[config.mk]
export PLATFORM = sky130hd
export DESIGN_NAME = vx_tcu_drl_max_exp
export DESIGN_NICKNAME = d
export VERILOG_FILES = /design/src/rtl/vx_tcu_drl_max_exp_pkg.sv /design/src/rtl/vx_tcu_drl_max_exp_max_tree.sv /design/src/rtl/vx_tcu_drl_max_exp.sv
export SDC_FILE = /design/constraint.sdc
export NUM_CORES = 1
export LEC_CHECK = 0
export BUFFER_PORTS_ARGS = -buffer_cell sky130_fd_sc_hd__buf_2
export CORE_MARGIN = 2
export CORE_UTILIZATION = 61
export DETAILED_ROUTE_END_ITERATION = 7
export PLACE_DENSITY = 0.84
export SYNTH_ARGS = -nofsm -noshare
export SYNTH_HDL_FRONTEND = slang
export SYNTH_SLANG_ARGS = --single-unit
export TNS_END_PERCENT = 5
[constraint.sdc]
create_clock -name clk -period 4.4 [get_ports clk]
set_input_delay 0.66 -clock clk [delete_from_list [all_inputs] [get_ports clk]]
set_output_delay 0.66 -clock clk [all_outputs]
set_load 0.02 [all_outputs]
[src/rtl/vx_tcu_drl_max_exp_pkg.sv]
// Shared helpers for the DRL tensor-core max-exponent / alignment stage.
package vx_tcu_drl_max_exp_pkg;

  // Zero-term marker: the most negative signed exponent of the given width.
  function automatic logic [31:0] exp_neg_inf(input int exp_w);
    return 32'd1 << (exp_w - 1);
  endfunction

  function automatic int drl_shift_w(input int wa);
    return $clog2(wa + 1);
  endfunction

endpackage

[src/rtl/vx_tcu_drl_max_exp_max_tree.sv]
// Combinational signed max reduction over T exponents, log-depth tree.
// Unused leaves of the power-of-two tree are padded with NEG_INF so they never win.
module vx_tcu_drl_max_exp_max_tree
  import vx_tcu_drl_max_exp_pkg::*;
#(
  parameter int T     = 5,
  parameter int EXP_W = 10
) (
  input  logic [T*EXP_W-1:0] exps,
  output logic [EXP_W-1:0]   max_exp
);

  localparam int LEVELS = (T > 1) ? $clog2(T) : 0;
  localparam int P      = 1 << LEVELS;
  localparam logic [EXP_W-1:0] NEG_INF = EXP_W'(exp_neg_inf(EXP_W));

  for (genvar l = 0; l <= LEVELS; l++) begin : g_lvl
    localparam int W = P >> l;
    logic [EXP_W-1:0] v [W];
    if (l == 0) begin : g_leaf
      for (genvar i = 0; i < W; i++) begin : g_in
        if (i < T) begin : g_real
          assign v[i] = exps[i*EXP_W +: EXP_W];
        end else begin : g_pad
          assign v[i] = NEG_INF;
        end
      end
    end else begin : g_red
      for (genvar i = 0; i < W; i++) begin : g_node
        assign v[i] = ($signed(g_lvl[l-1].v[2*i]) >= $signed(g_lvl[l-1].v[2*i+1]))
                    ? g_lvl[l-1].v[2*i] : g_lvl[l-1].v[2*i+1];
      end
    end
  end

  assign max_exp = g_lvl[LEVELS].v[0];

endmodule

[src/rtl/vx_tcu_drl_max_exp.sv]
// Two-stage elastic max-exponent / alignment-shift stage of the DRL FEDP datapath.
// Optional saturation counter enabled by defining TCU_DRL_SAT_PERF_EN.
module vx_tcu_drl_max_exp
  import vx_tcu_drl_max_exp_pkg::*;
#(
  parameter int N       = 2,
  parameter int TCK     = 2 * N,
  parameter int EXP_W   = 10,
  parameter int WA      = 28,
  parameter int SHIFT_W = drl_shift_w(WA),
  parameter int TAG_W   = 8
) (
  input  logic                         clk,
  input  logic                         reset_n,
  input  logic                         valid_in,
  output logic                         ready_in,
  input  logic [(TCK+1)*EXP_W-1:0]     raw_exp_y,
  input  logic [TCK*6-1:0]             exp_diff_f8,
  input  logic [TAG_W-1:0]             tag_in,
  output logic                         valid_out,
  input  logic                         ready_out,
  output logic [EXP_W-1:0]             max_exp,
  output logic [(TCK+1)*SHIFT_W-1:0]   shift_amt,
  output logic [TCK:0]                 term_zero,
  output logic                         all_zero,
  output logic [TCK*6-1:0]             exp_diff_f8_out,
  output logic [TAG_W-1:0]             tag_out,
  output logic [31:0]                  perf_sat_cnt
);

  localparam int T = TCK + 1;
  localparam logic [EXP_W-1:0]   NEG_INF = EXP_W'(exp_neg_inf(EXP_W));
  localparam logic [EXP_W:0]     WA_D    = (EXP_W+1)'(WA);
  localparam logic [SHIFT_W-1:0] WA_S    = SHIFT_W'(WA);

  // Handshake: each stage is a pipe register that loads when it is empty or
  // when the stage after it is taking its contents this cycle. Transfer
  // happens on a rising clk edge whenever valid and ready are both high.
  logic ld_1, ld_2;
  logic valid_1, valid_2;

  assign ld_2     = ~valid_2 | ready_out;
  assign ld_1     = ~valid_1 | ld_2;
  assign ready_in = ld_1;

  // ---------------- stage 1: max reduction ----------------
  logic [EXP_W-1:0]   max_c;
  logic [EXP_W-1:0]   max_1;
  logic [T*EXP_W-1:0] exps_1;
  logic [TCK*6-1:0]   f8_1;
  logic [TAG_W-1:0]   tag_1;

  vx_tcu_drl_max_exp_max_tree #(
    .T     (T),
    .EXP_W (EXP_W)
  ) u_max_tree (
    .exps    (raw_exp_y),
    .max_exp (max_c)
  );

  always_ff @(posedge clk or negedge reset_n) begin
    if (!reset_n) begin
      valid_1 <= 1'b0;
      max_1   <= '0;
      exps_1  <= '0;
      f8_1    <= '0;
      tag_1   <= '0;
    end else begin
      if (ld_1) valid_1 <= valid_in;
      if (ld_1 && valid_in) begin
        max_1  <= max_c;
        exps_1 <= raw_exp_y;
        f8_1   <= exp_diff_f8;
        tag_1  <= tag_in;
      end
    end
  end

  // ---------------- stage 2: differences and saturation ----------------
  logic [EXP_W:0]       diff_c [T];
  logic [T-1:0]         tz_c;
  logic [T-1:0]         sat_c;
  logic [T*SHIFT_W-1:0] shift_c;

  always_comb begin
    diff_c  = '{default: '0};
    tz_c    = '0;
    sat_c   = '0;
    shift_c = '0;
    for (int i = 0; i < T; i++) begin
      // Sign-extend by one bit so max - exp never wraps, even NEG_INF vs positive max.
      diff_c[i] = {max_1[EXP_W-1], max_1} -
                  {exps_1[i*EXP_W + EXP_W-1], exps_1[i*EXP_W +: EXP_W]};
      tz_c[i]   = (exps_1[i*EXP_W +: EXP_W] == NEG_INF);
      sat_c[i]  = (diff_c[i] >= WA_D);
      shift_c[i*SHIFT_W +: SHIFT_W] = (tz_c[i] || sat_c[i]) ? WA_S : diff_c[i][SHIFT_W-1:0];
    end
  end

  logic [EXP_W-1:0]     max_2;
  logic [T*SHIFT_W-1:0] shift_2;
  logic [T-1:0]         tz_2;
  logic                 az_2;
  logic [TCK*6-1:0]     f8_2;
  logic [TAG_W-1:0]     tag_2;

  always_ff @(posedge clk or negedge reset_n) begin
    if (!reset_n) begin
      valid_2 <= 1'b0;
      max_2   <= '0;
      shift_2 <= '0;
      tz_2    <= '0;
      az_2    <= 1'b0;
      f8_2    <= '0;
      tag_2   <= '0;
    end else begin
      if (ld_2) valid_2 <= valid_1;
      if (ld_2 && valid_1) begin
        max_2   <= (&tz_c) ? NEG_INF : max_1;
        shift_2 <= shift_c;
        tz_2    <= tz_c;
        az_2    <= &tz_c;
        f8_2    <= f8_1;
        tag_2   <= tag_1;
      end
    end
  end

  assign valid_out       = valid_2;
  assign max_exp         = max_2;
  assign shift_amt       = shift_2;
  assign term_zero       = tz_2;
  assign all_zero        = az_2;
  assign exp_diff_f8_out = f8_2;
  assign tag_out         = tag_2;

`ifdef TCU_DRL_SAT_PERF_EN
  // Saturation among real (non-zero) terms is captured alongside the set and
  // counted only when that set actually leaves the stage.
  logic        sat_2;
  logic [31:0] sat_cnt;

  always_ff @(posedge clk or negedge reset_n) begin
    if (!reset_n) begin
      sat_2   <= 1'b0;
      sat_cnt <= '0;
    end else begin
      if (ld_2 && valid_1) sat_2 <= |(sat_c & ~tz_c);
      if (valid_2 && ready_out && sat_2) sat_cnt <= sat_cnt + 32'd1;
    end
  end

  assign perf_sat_cnt = sat_cnt;
`else
  assign perf_sat_cnt = 32'd0;
`endif

endmodule
==> impl_metrics.env, run 1 <==
export IMPL_clock_tree_buffer_depth=2
export IMPL_max_cap_violations=0
export IMPL_max_slew_margin_rel=0.2242
export IMPL_cts_buffers=17
export IMPL_r2r_start="max_1[0]"
export IMPL_rows=47
export IMPL_fin_skew_ps=9.873
export IMPL_cts_hold_buf=0
export IMPL_dpl_worst_slack_ps=-961.4
export IMPL_synthDistinctLibCells=67
export IMPL_clkSlewWorstSetupHoldPaths_ps=60
export IMPL_n_fill_cell=1089
export IMPL_syn_to_final_growth_pct=24.76
export IMPL_drive_gt1_frac=0.2538
export IMPL_syn_cell_area_mm2=0.01025
export IMPL_async_flop_share=1.000
export IMPL_met1_length_um=11950
export IMPL_place_inst=1613
export IMPL_drv_slew=0
export IMPL_ys_seq_area_frac=0.4078
export IMPL_routed_top_layer="met4"
export IMPL_cts_tree="built"
export IMPL_yosys_area_top_type_share=0.4078
export IMPL_routed_wl_met2_um=13290
export IMPL_routed_via_density=5.775
export IMPL_yosys_warnings=0
export IMPL_rsz0062_at_grt="yes"
export IMPL_final_common_cell="nand2_1"
export IMPL_drt_iter0_drc=967
export IMPL_failed_checks="negative setup slack"
export IMPL_synth_top_family_by_area="simple AND/OR/NAND/NOR gates"
export IMPL_worst_slack_ps=-640.4
export IMPL_ant_nets=0
export IMPL_post_route_period_util=1.146
export IMPL_die_area_mm2=0.01785
export IMPL_boundaryPins=193
export IMPL_fin_crit_ps=5040
export IMPL_crit_path_max_incr_delay_ps=340
export IMPL_synth_simple_gate_area_frac=0.1933
export IMPL_final_cell_mix="293 x nand2_1, 167 x dfrtp_1, 155 x buf_2"
export IMPL_met3_length_um=2103
export IMPL_grt_pass1_vias=9069
export IMPL_port_buffers=160
export IMPL_synthMuxAreaShare=0.03443
export IMPL_grt_pass1_wl_um=44960
export IMPL_synth_adder_area_share=0.1197
export IMPL_drtPass1Iterations=5
export IMPL_max_vdd_ir_drop_uv=319.9
export IMPL_dp_hpwl_um=19970
export IMPL_worstPathArrival_ps=5350
export IMPL_cp_data_required_time_ps=4710
export IMPL_overflow=0
export IMPL_antenna_found_initial=0
export IMPL_cts_root_buf="clkbuf_16"
export IMPL_cp_startpoint="raw_exp_y[19]"
export IMPL_die_y_um=133.6
export IMPL_critical_path_slowest_cell="a211o_1"
export IMPL_cts_max_level=4
export IMPL_grtUsageTotal=0.3186
export IMPL_regArea_mm2=0.004179
export IMPL_synth_largest_area_cell="dfrtp_1"
export IMPL_clock_latency_ps=430
export IMPL_critPathCaptureType="register"
export IMPL_ys_top_cells_by_area="dfrtp_1 41%, ha_1 11%, nand2_1 11%"
export IMPL_start_util=0.6201
export IMPL_powerDensity_mw_per_mm2=565.9
export IMPL_dieWidth_um=133.6
export IMPL_final_nets=1598
export IMPL_coreArea_mm2=0.01652
export IMPL_syn_area_per_cell_um2=8.699
export IMPL_hold_violations=0
export IMPL_path_common_cell="buf_4"
export IMPL_tightest_slew_ps=1155
export IMPL_drc_errors=0
export IMPL_critPathMaxFanout=9
export IMPL_synth_edf_count=0
export IMPL_grt_max_degree=102
export IMPL_utilization=0.7737
export IMPL_run_status="finished with violations"
export IMPL_power_mw=7.235
export IMPL_antenna_cells=0
export IMPL_place_congestion=0.9417
export IMPL_p_leak_nw=6.563
export IMPL_clock_fmax_mhz=198.4
export IMPL_synth_xor_area_share=0.01453
export IMPL_worst_setup_path_type="input port to register"
export IMPL_setup_worst_path_start_class="input port"
export IMPL_wl_um=28320
export IMPL_synthFlopType="dfrtp_1"
export IMPL_setup_viol=10
export IMPL_wl_per_cell_um=17.16
export IMPL_synth_seq_cells=167
export IMPL_vias=9528
export IMPL_final_cells=1650
export IMPL_multiInputGateArea_mm2=0.005793
export IMPL_cts_sinks=167
export IMPL_hold_class="input port to asynchronous set/reset pin"
export IMPL_netlist_instances=1178
export IMPL_synth_compound_area_frac=0.1564
metrics by stage:
stage	TNS (ps)	hold slack (ps)	area (um2)
after global routing	-7948	348.9	12780
after floorplan	-4059	364.4	10590
after global placement	-7668	441.7	12000
after detailed placement	-9439	451.6	12000
after CTS	-3650	326.5	12750
final	-5895	289.6	12780
critical path, delay by kind of cell:
kind	cells	cell delay, ps
compound gates	10	1620
buf+inv	6	810
fa+ha+maj	3	830
mux	3	750
simple gates	4	660
cells by family (layout without fill, tap and decap cells):
family,after synthesis,count (layout)
buf+inv,168,389
other cells,1,32
fa+ha+maj,95,95
simple gates,449,449
compound gates,246,246
mux,35,35
xor+xnor,17,17
flops,167,167
flip-flops by register name (all words and copies together) (netlist names):
signal and cells:
valid_1 1, tag_out 8, valid_out 1, exp_diff_f8_out 24
term_zero 5, f8_1 24, shift_amt 25, all_zero 1
exps_1 50, max_1 10, tag_1 8, max_exp 10
metal layers:
layer | track usage | vias to the layer above
li1 | - | 4457
met4 | 0.1336 | 0
met2 | 0.5212 | 483
met3 | 0.06164 | 87
met1 | 0.4178 | 4501
met5 | 0 | -
path summary, 6_finish.rpt:
kind	end	slack, ps	cells after the start
max	max_1[8]	-640	26
min	tag_out[1]	290	1
max reg2reg	shift_amt[3]	1200	10
min reg2reg	exp_diff_f8_out[0]	460	2
max in group asynchronous	exps_1[4]	3070	2
min in group clk	f8_1[16]	410	3
what timing repair did:
action | in CTS | in global routing
cloned | 2 | 0
setup endpoints to repair | 10 | 10
buffers inserted | 3 | 0
resized for setup | 32 | 10
pin swaps | 11 | 3
report_power, final:
part	internal, mW	total, mW	switching, mW
logic	1.59	3.69	2.10
clock network	0.796	1.45	0.654
registers	1.81	2.09	0.288
total	4.19	7.23	3.04
cells in the mapped netlist, types with 11 or more instances:
cell type and number:
a211oi_1 11, a21oi_1 40, a31oi_1 11, and2_1 11, buf_4 32, clkbuf_1 32, dfrtp_1 167, ha_1 90
inv_1 97, mux2i_1 33, nand2_1 294, nand4_1 14, nor2_1 46, nor2b_1 20, nor3_1 13, nor4_1 12
o21a_1 21, o21ai_0 76, o31a_1 11, xnor2_1 12
area by class of cell:
class / instances / share of cell area
multi-input combinational: 874 / 0.4531
sequential: 167 / 0.3269
timing repair buffer: 259 / 0.1242
clock buffer: 18 / 0.03357
inverter: 98 / 0.02975
tap: 220 / 0.02153
clock inverter: 14 / 0.01096
No activity file was read; power rests on OpenSTA's default activity.
==> run 2, diff against run 1 <==
--- a/config.mk
+++ b/config.mk
@@ -7,5 +7,6 @@
 export LEC_CHECK = 0
+export ABC_AREA = 1
 export BUFFER_PORTS_ARGS = -buffer_cell sky130_fd_sc_hd__buf_2
 export CORE_MARGIN = 2
-export CORE_UTILIZATION = 61
+export CORE_UTILIZATION = 62
 export DETAILED_ROUTE_END_ITERATION = 7
--- a/constraint.sdc
+++ b/constraint.sdc
@@ -3,2 +3,2 @@
 set_output_delay 0.66 -clock clk [all_outputs]
-set_load 0.02 [all_outputs]
+set_load 0.005 [all_outputs]
==> run 2 against run 1 <==
The run still ends with negative setup slack left. Utilization is 0.72 points higher. Via count is 17% higher. Sequential cell count unchanged. Critical endpoint is now max_1[0]. Routed wire length increased by 14%. Hold slack worse by 77 ps. Largest power group unchanged. First-iteration DRC count up 6.3%. Die area is 11% higher.
==> impl_metrics.env, run 2 <==
export IMPL_place_congestion=0.9992
export IMPL_fin_skew_ps=15.62
export IMPL_grt_pass1_vias=10520
export IMPL_max_cap_violations=0
export IMPL_yosys_top_cells_count="418 x nand2_1, 238 x inv_1, 167 x dfrtp_1"
export IMPL_synthFlopType="dfrtp_1"
export IMPL_powerDensity_mw_per_mm2=603.1
export IMPL_grt_pass1_wl_um=51190
export IMPL_tightest_slew_ps=789.2
export IMPL_rsz0062_at_grt="yes"
export IMPL_drv_slew=0
export IMPL_port_buffers=160
export IMPL_synth_seq_cells=167
export IMPL_cp_startpoint="raw_exp_y[36]"
export IMPL_setup_viol=10
export IMPL_fin_crit_ps=4611
export IMPL_crit_path_max_incr_delay_ps=280
export IMPL_regArea_mm2=0.004179
export IMPL_hold_class="input port to asynchronous set/reset pin"
export IMPL_r2r_start="max_1[1]"
export IMPL_multiInputGateArea_mm2=0.006460
export IMPL_post_route_period_util=1.048
export IMPL_drt_iter0_drc=1028
export IMPL_cts_root_buf="clkbuf_16"
export IMPL_yosys_warnings=0
export IMPL_coreArea_mm2=0.01815
export IMPL_grtUsageTotal=0.3237
export IMPL_overflow=0
export IMPL_max_vdd_ir_drop_uv=320.2
export IMPL_syn_area_per_cell_um2=7.335
export IMPL_largest_register="exps_1"
export IMPL_ys_seq_area_frac=0.3608
export IMPL_hold_violations=0
export IMPL_die_area_mm2=0.01979
export IMPL_worst_setup_path_type="input port to register"
export IMPL_final_cell_mix="401 x nand2_1, 233 x inv_1, 167 x dfrtp_1"
export IMPL_synth_largest_area_cell="dfrtp_1"
export IMPL_cts_max_level=4
export IMPL_dieWidth_um=140.7
export IMPL_clkSlewWorstSetupHoldPaths_ps=70
export IMPL_routed_via_density=5.425
export IMPL_fin_area_mm2=0.01417
export IMPL_power_mw=8.546
export IMPL_cts_buffers=17
export IMPL_dpl_worst_slack_ps=-500.9
export IMPL_rows=49
export IMPL_p_leak_nw=7.744
export IMPL_drc_errors=0
export IMPL_largest_reg_flops=50
export IMPL_boundaryPins=193
export IMPL_synth_edf_count=0
export IMPL_netlist_instances=1579
export IMPL_drtPass1Iterations=6
export IMPL_cts_tree="built"
export IMPL_grt_max_degree=118
export IMPL_clock_latency_ps=440
export IMPL_critical_path_slowest_cell="ha_1"
export IMPL_drive_gt1_frac=0.2253
export IMPL_cts_sinks=167
export IMPL_hold_ws_ps=213.0
export IMPL_critPathCaptureType="register"
export IMPL_synthDistinctLibCells=52
export IMPL_syn_cell_area_mm2=0.01158
export IMPL_die_y_um=140.7
export IMPL_wl_per_cell_um=15.66
export IMPL_worstPathArrival_ps=4940
export IMPL_dp_hpwl_um=23990
export IMPL_cp_data_required_time_ps=4730
export IMPL_async_flop_share=1.000
export IMPL_worst_slack_ps=-211.1
export IMPL_failed_checks="negative setup slack"
export IMPL_ys_top_cells_by_area="dfrtp_1 36%, nand2_1 14%, ha_1 9.7%"
export IMPL_start_util=0.6382
export IMPL_ant_nets=0
export IMPL_final_nets=2001
export IMPL_clock_fmax_mhz=216.9
export IMPL_max_slew_margin_rel=0.4733
export IMPL_vias=11190
export IMPL_n_fill_cell=1357
export IMPL_critPathMaxFanout=6
export IMPL_antenna_found_initial=0
export IMPL_dpl_cell_area_mm2=0.01314
export IMPL_path_common_cell="nand2_1"
export IMPL_utilization=0.7809
export IMPL_final_common_cell="nand2_1"
export IMPL_clock_tree_buffer_depth=2
export IMPL_wl_um=32310
export IMPL_run_status="finished with violations"
export IMPL_synth_most_common_cell="nand2_1"
export IMPL_syn_to_final_growth_pct=22.35
export IMPL_cts_hold_buf=0
export IMPL_yosys_area_top_type_share=0.3608
export IMPL_setup_worst_path_start_class="input port"
[run 2: metal layers]
metal	vias to the layer above	share of wire	track usage
li1	5489	-	-
met1	5095	0.43	0.4431
met2	530	0.46	0.5258
met3	78	0.078	0.04518
met4	0	0.034	0.1263
met5	-	0	0
[run 2: power by group]
group          switching (mW)  total [mW]  leakage [nW]  internal, mW
clock                   0.726        1.49         0.294         0.768
combinational            2.86        4.79          5.48          1.93
sequential              0.399        2.26          1.97          1.86
[run 2: worst paths after layout]
kind | cells after the start | slack [ps] | endpoint
worst max-delay path | 33 | -210 | max_1[0]
worst min-delay path | 1 | 210 | exps_1[19]
worst max register to register | 13 | 1530 | shift_amt[13]
worst min register to register | 2 | 480 | exp_diff_f8_out[14]
max in group asynchronous | 2 | 3250 | exp_diff_f8_out[2]
min in group clk | 3 | 460 | tag_1[5]
[run 2: what timing repair did]
action	4_1_cts	5_1_grt
buffers inserted	0	6
gates cloned	0	7
pin swaps	1	26
resized for setup	2	60
endpoints found under the setup margin	10	10
[run 2: final cells by class]
type	count	share of cell area
diodes	1	0.0001766
clock buffers	17	0.03002
clock inverters	15	0.01254
inverters	242	0.06419
multi-input cells	1127	0.4559
flip-flops and latches	167	0.2949
well taps	229	0.02022
repair buffers	265	0.1221
[run 2: stage by stage]
step | TNS [ps] | std cells
after floorplan | 0 | 1610
after global placement | -4200 | 2017
after detailed placement | -4823 | 2017
after CTS | -191.7 | 2049
after global routing | -4940 | 2062
final | -1890 | 2063
[run 2: logic make-up after synthesis]
kind of cell    Yosys count  share of synthesized area
flops                   167                     0.3608
fa+ha+maj                95                     0.1059
other cells               1                  0.0003238
xor+xnor                 17                    0.01415
mux                       5                   0.004429
buf+inv                 317                     0.1172
compound gates          203                    0.09442
simple gates            774                     0.3028
[run 2: worst max-delay path, delay by kind of cell]
family	cells	cell delay, ps
simple gates	21	2230
buf+inv	7	950
fa+ha+maj	3	790
compound gates	2	280
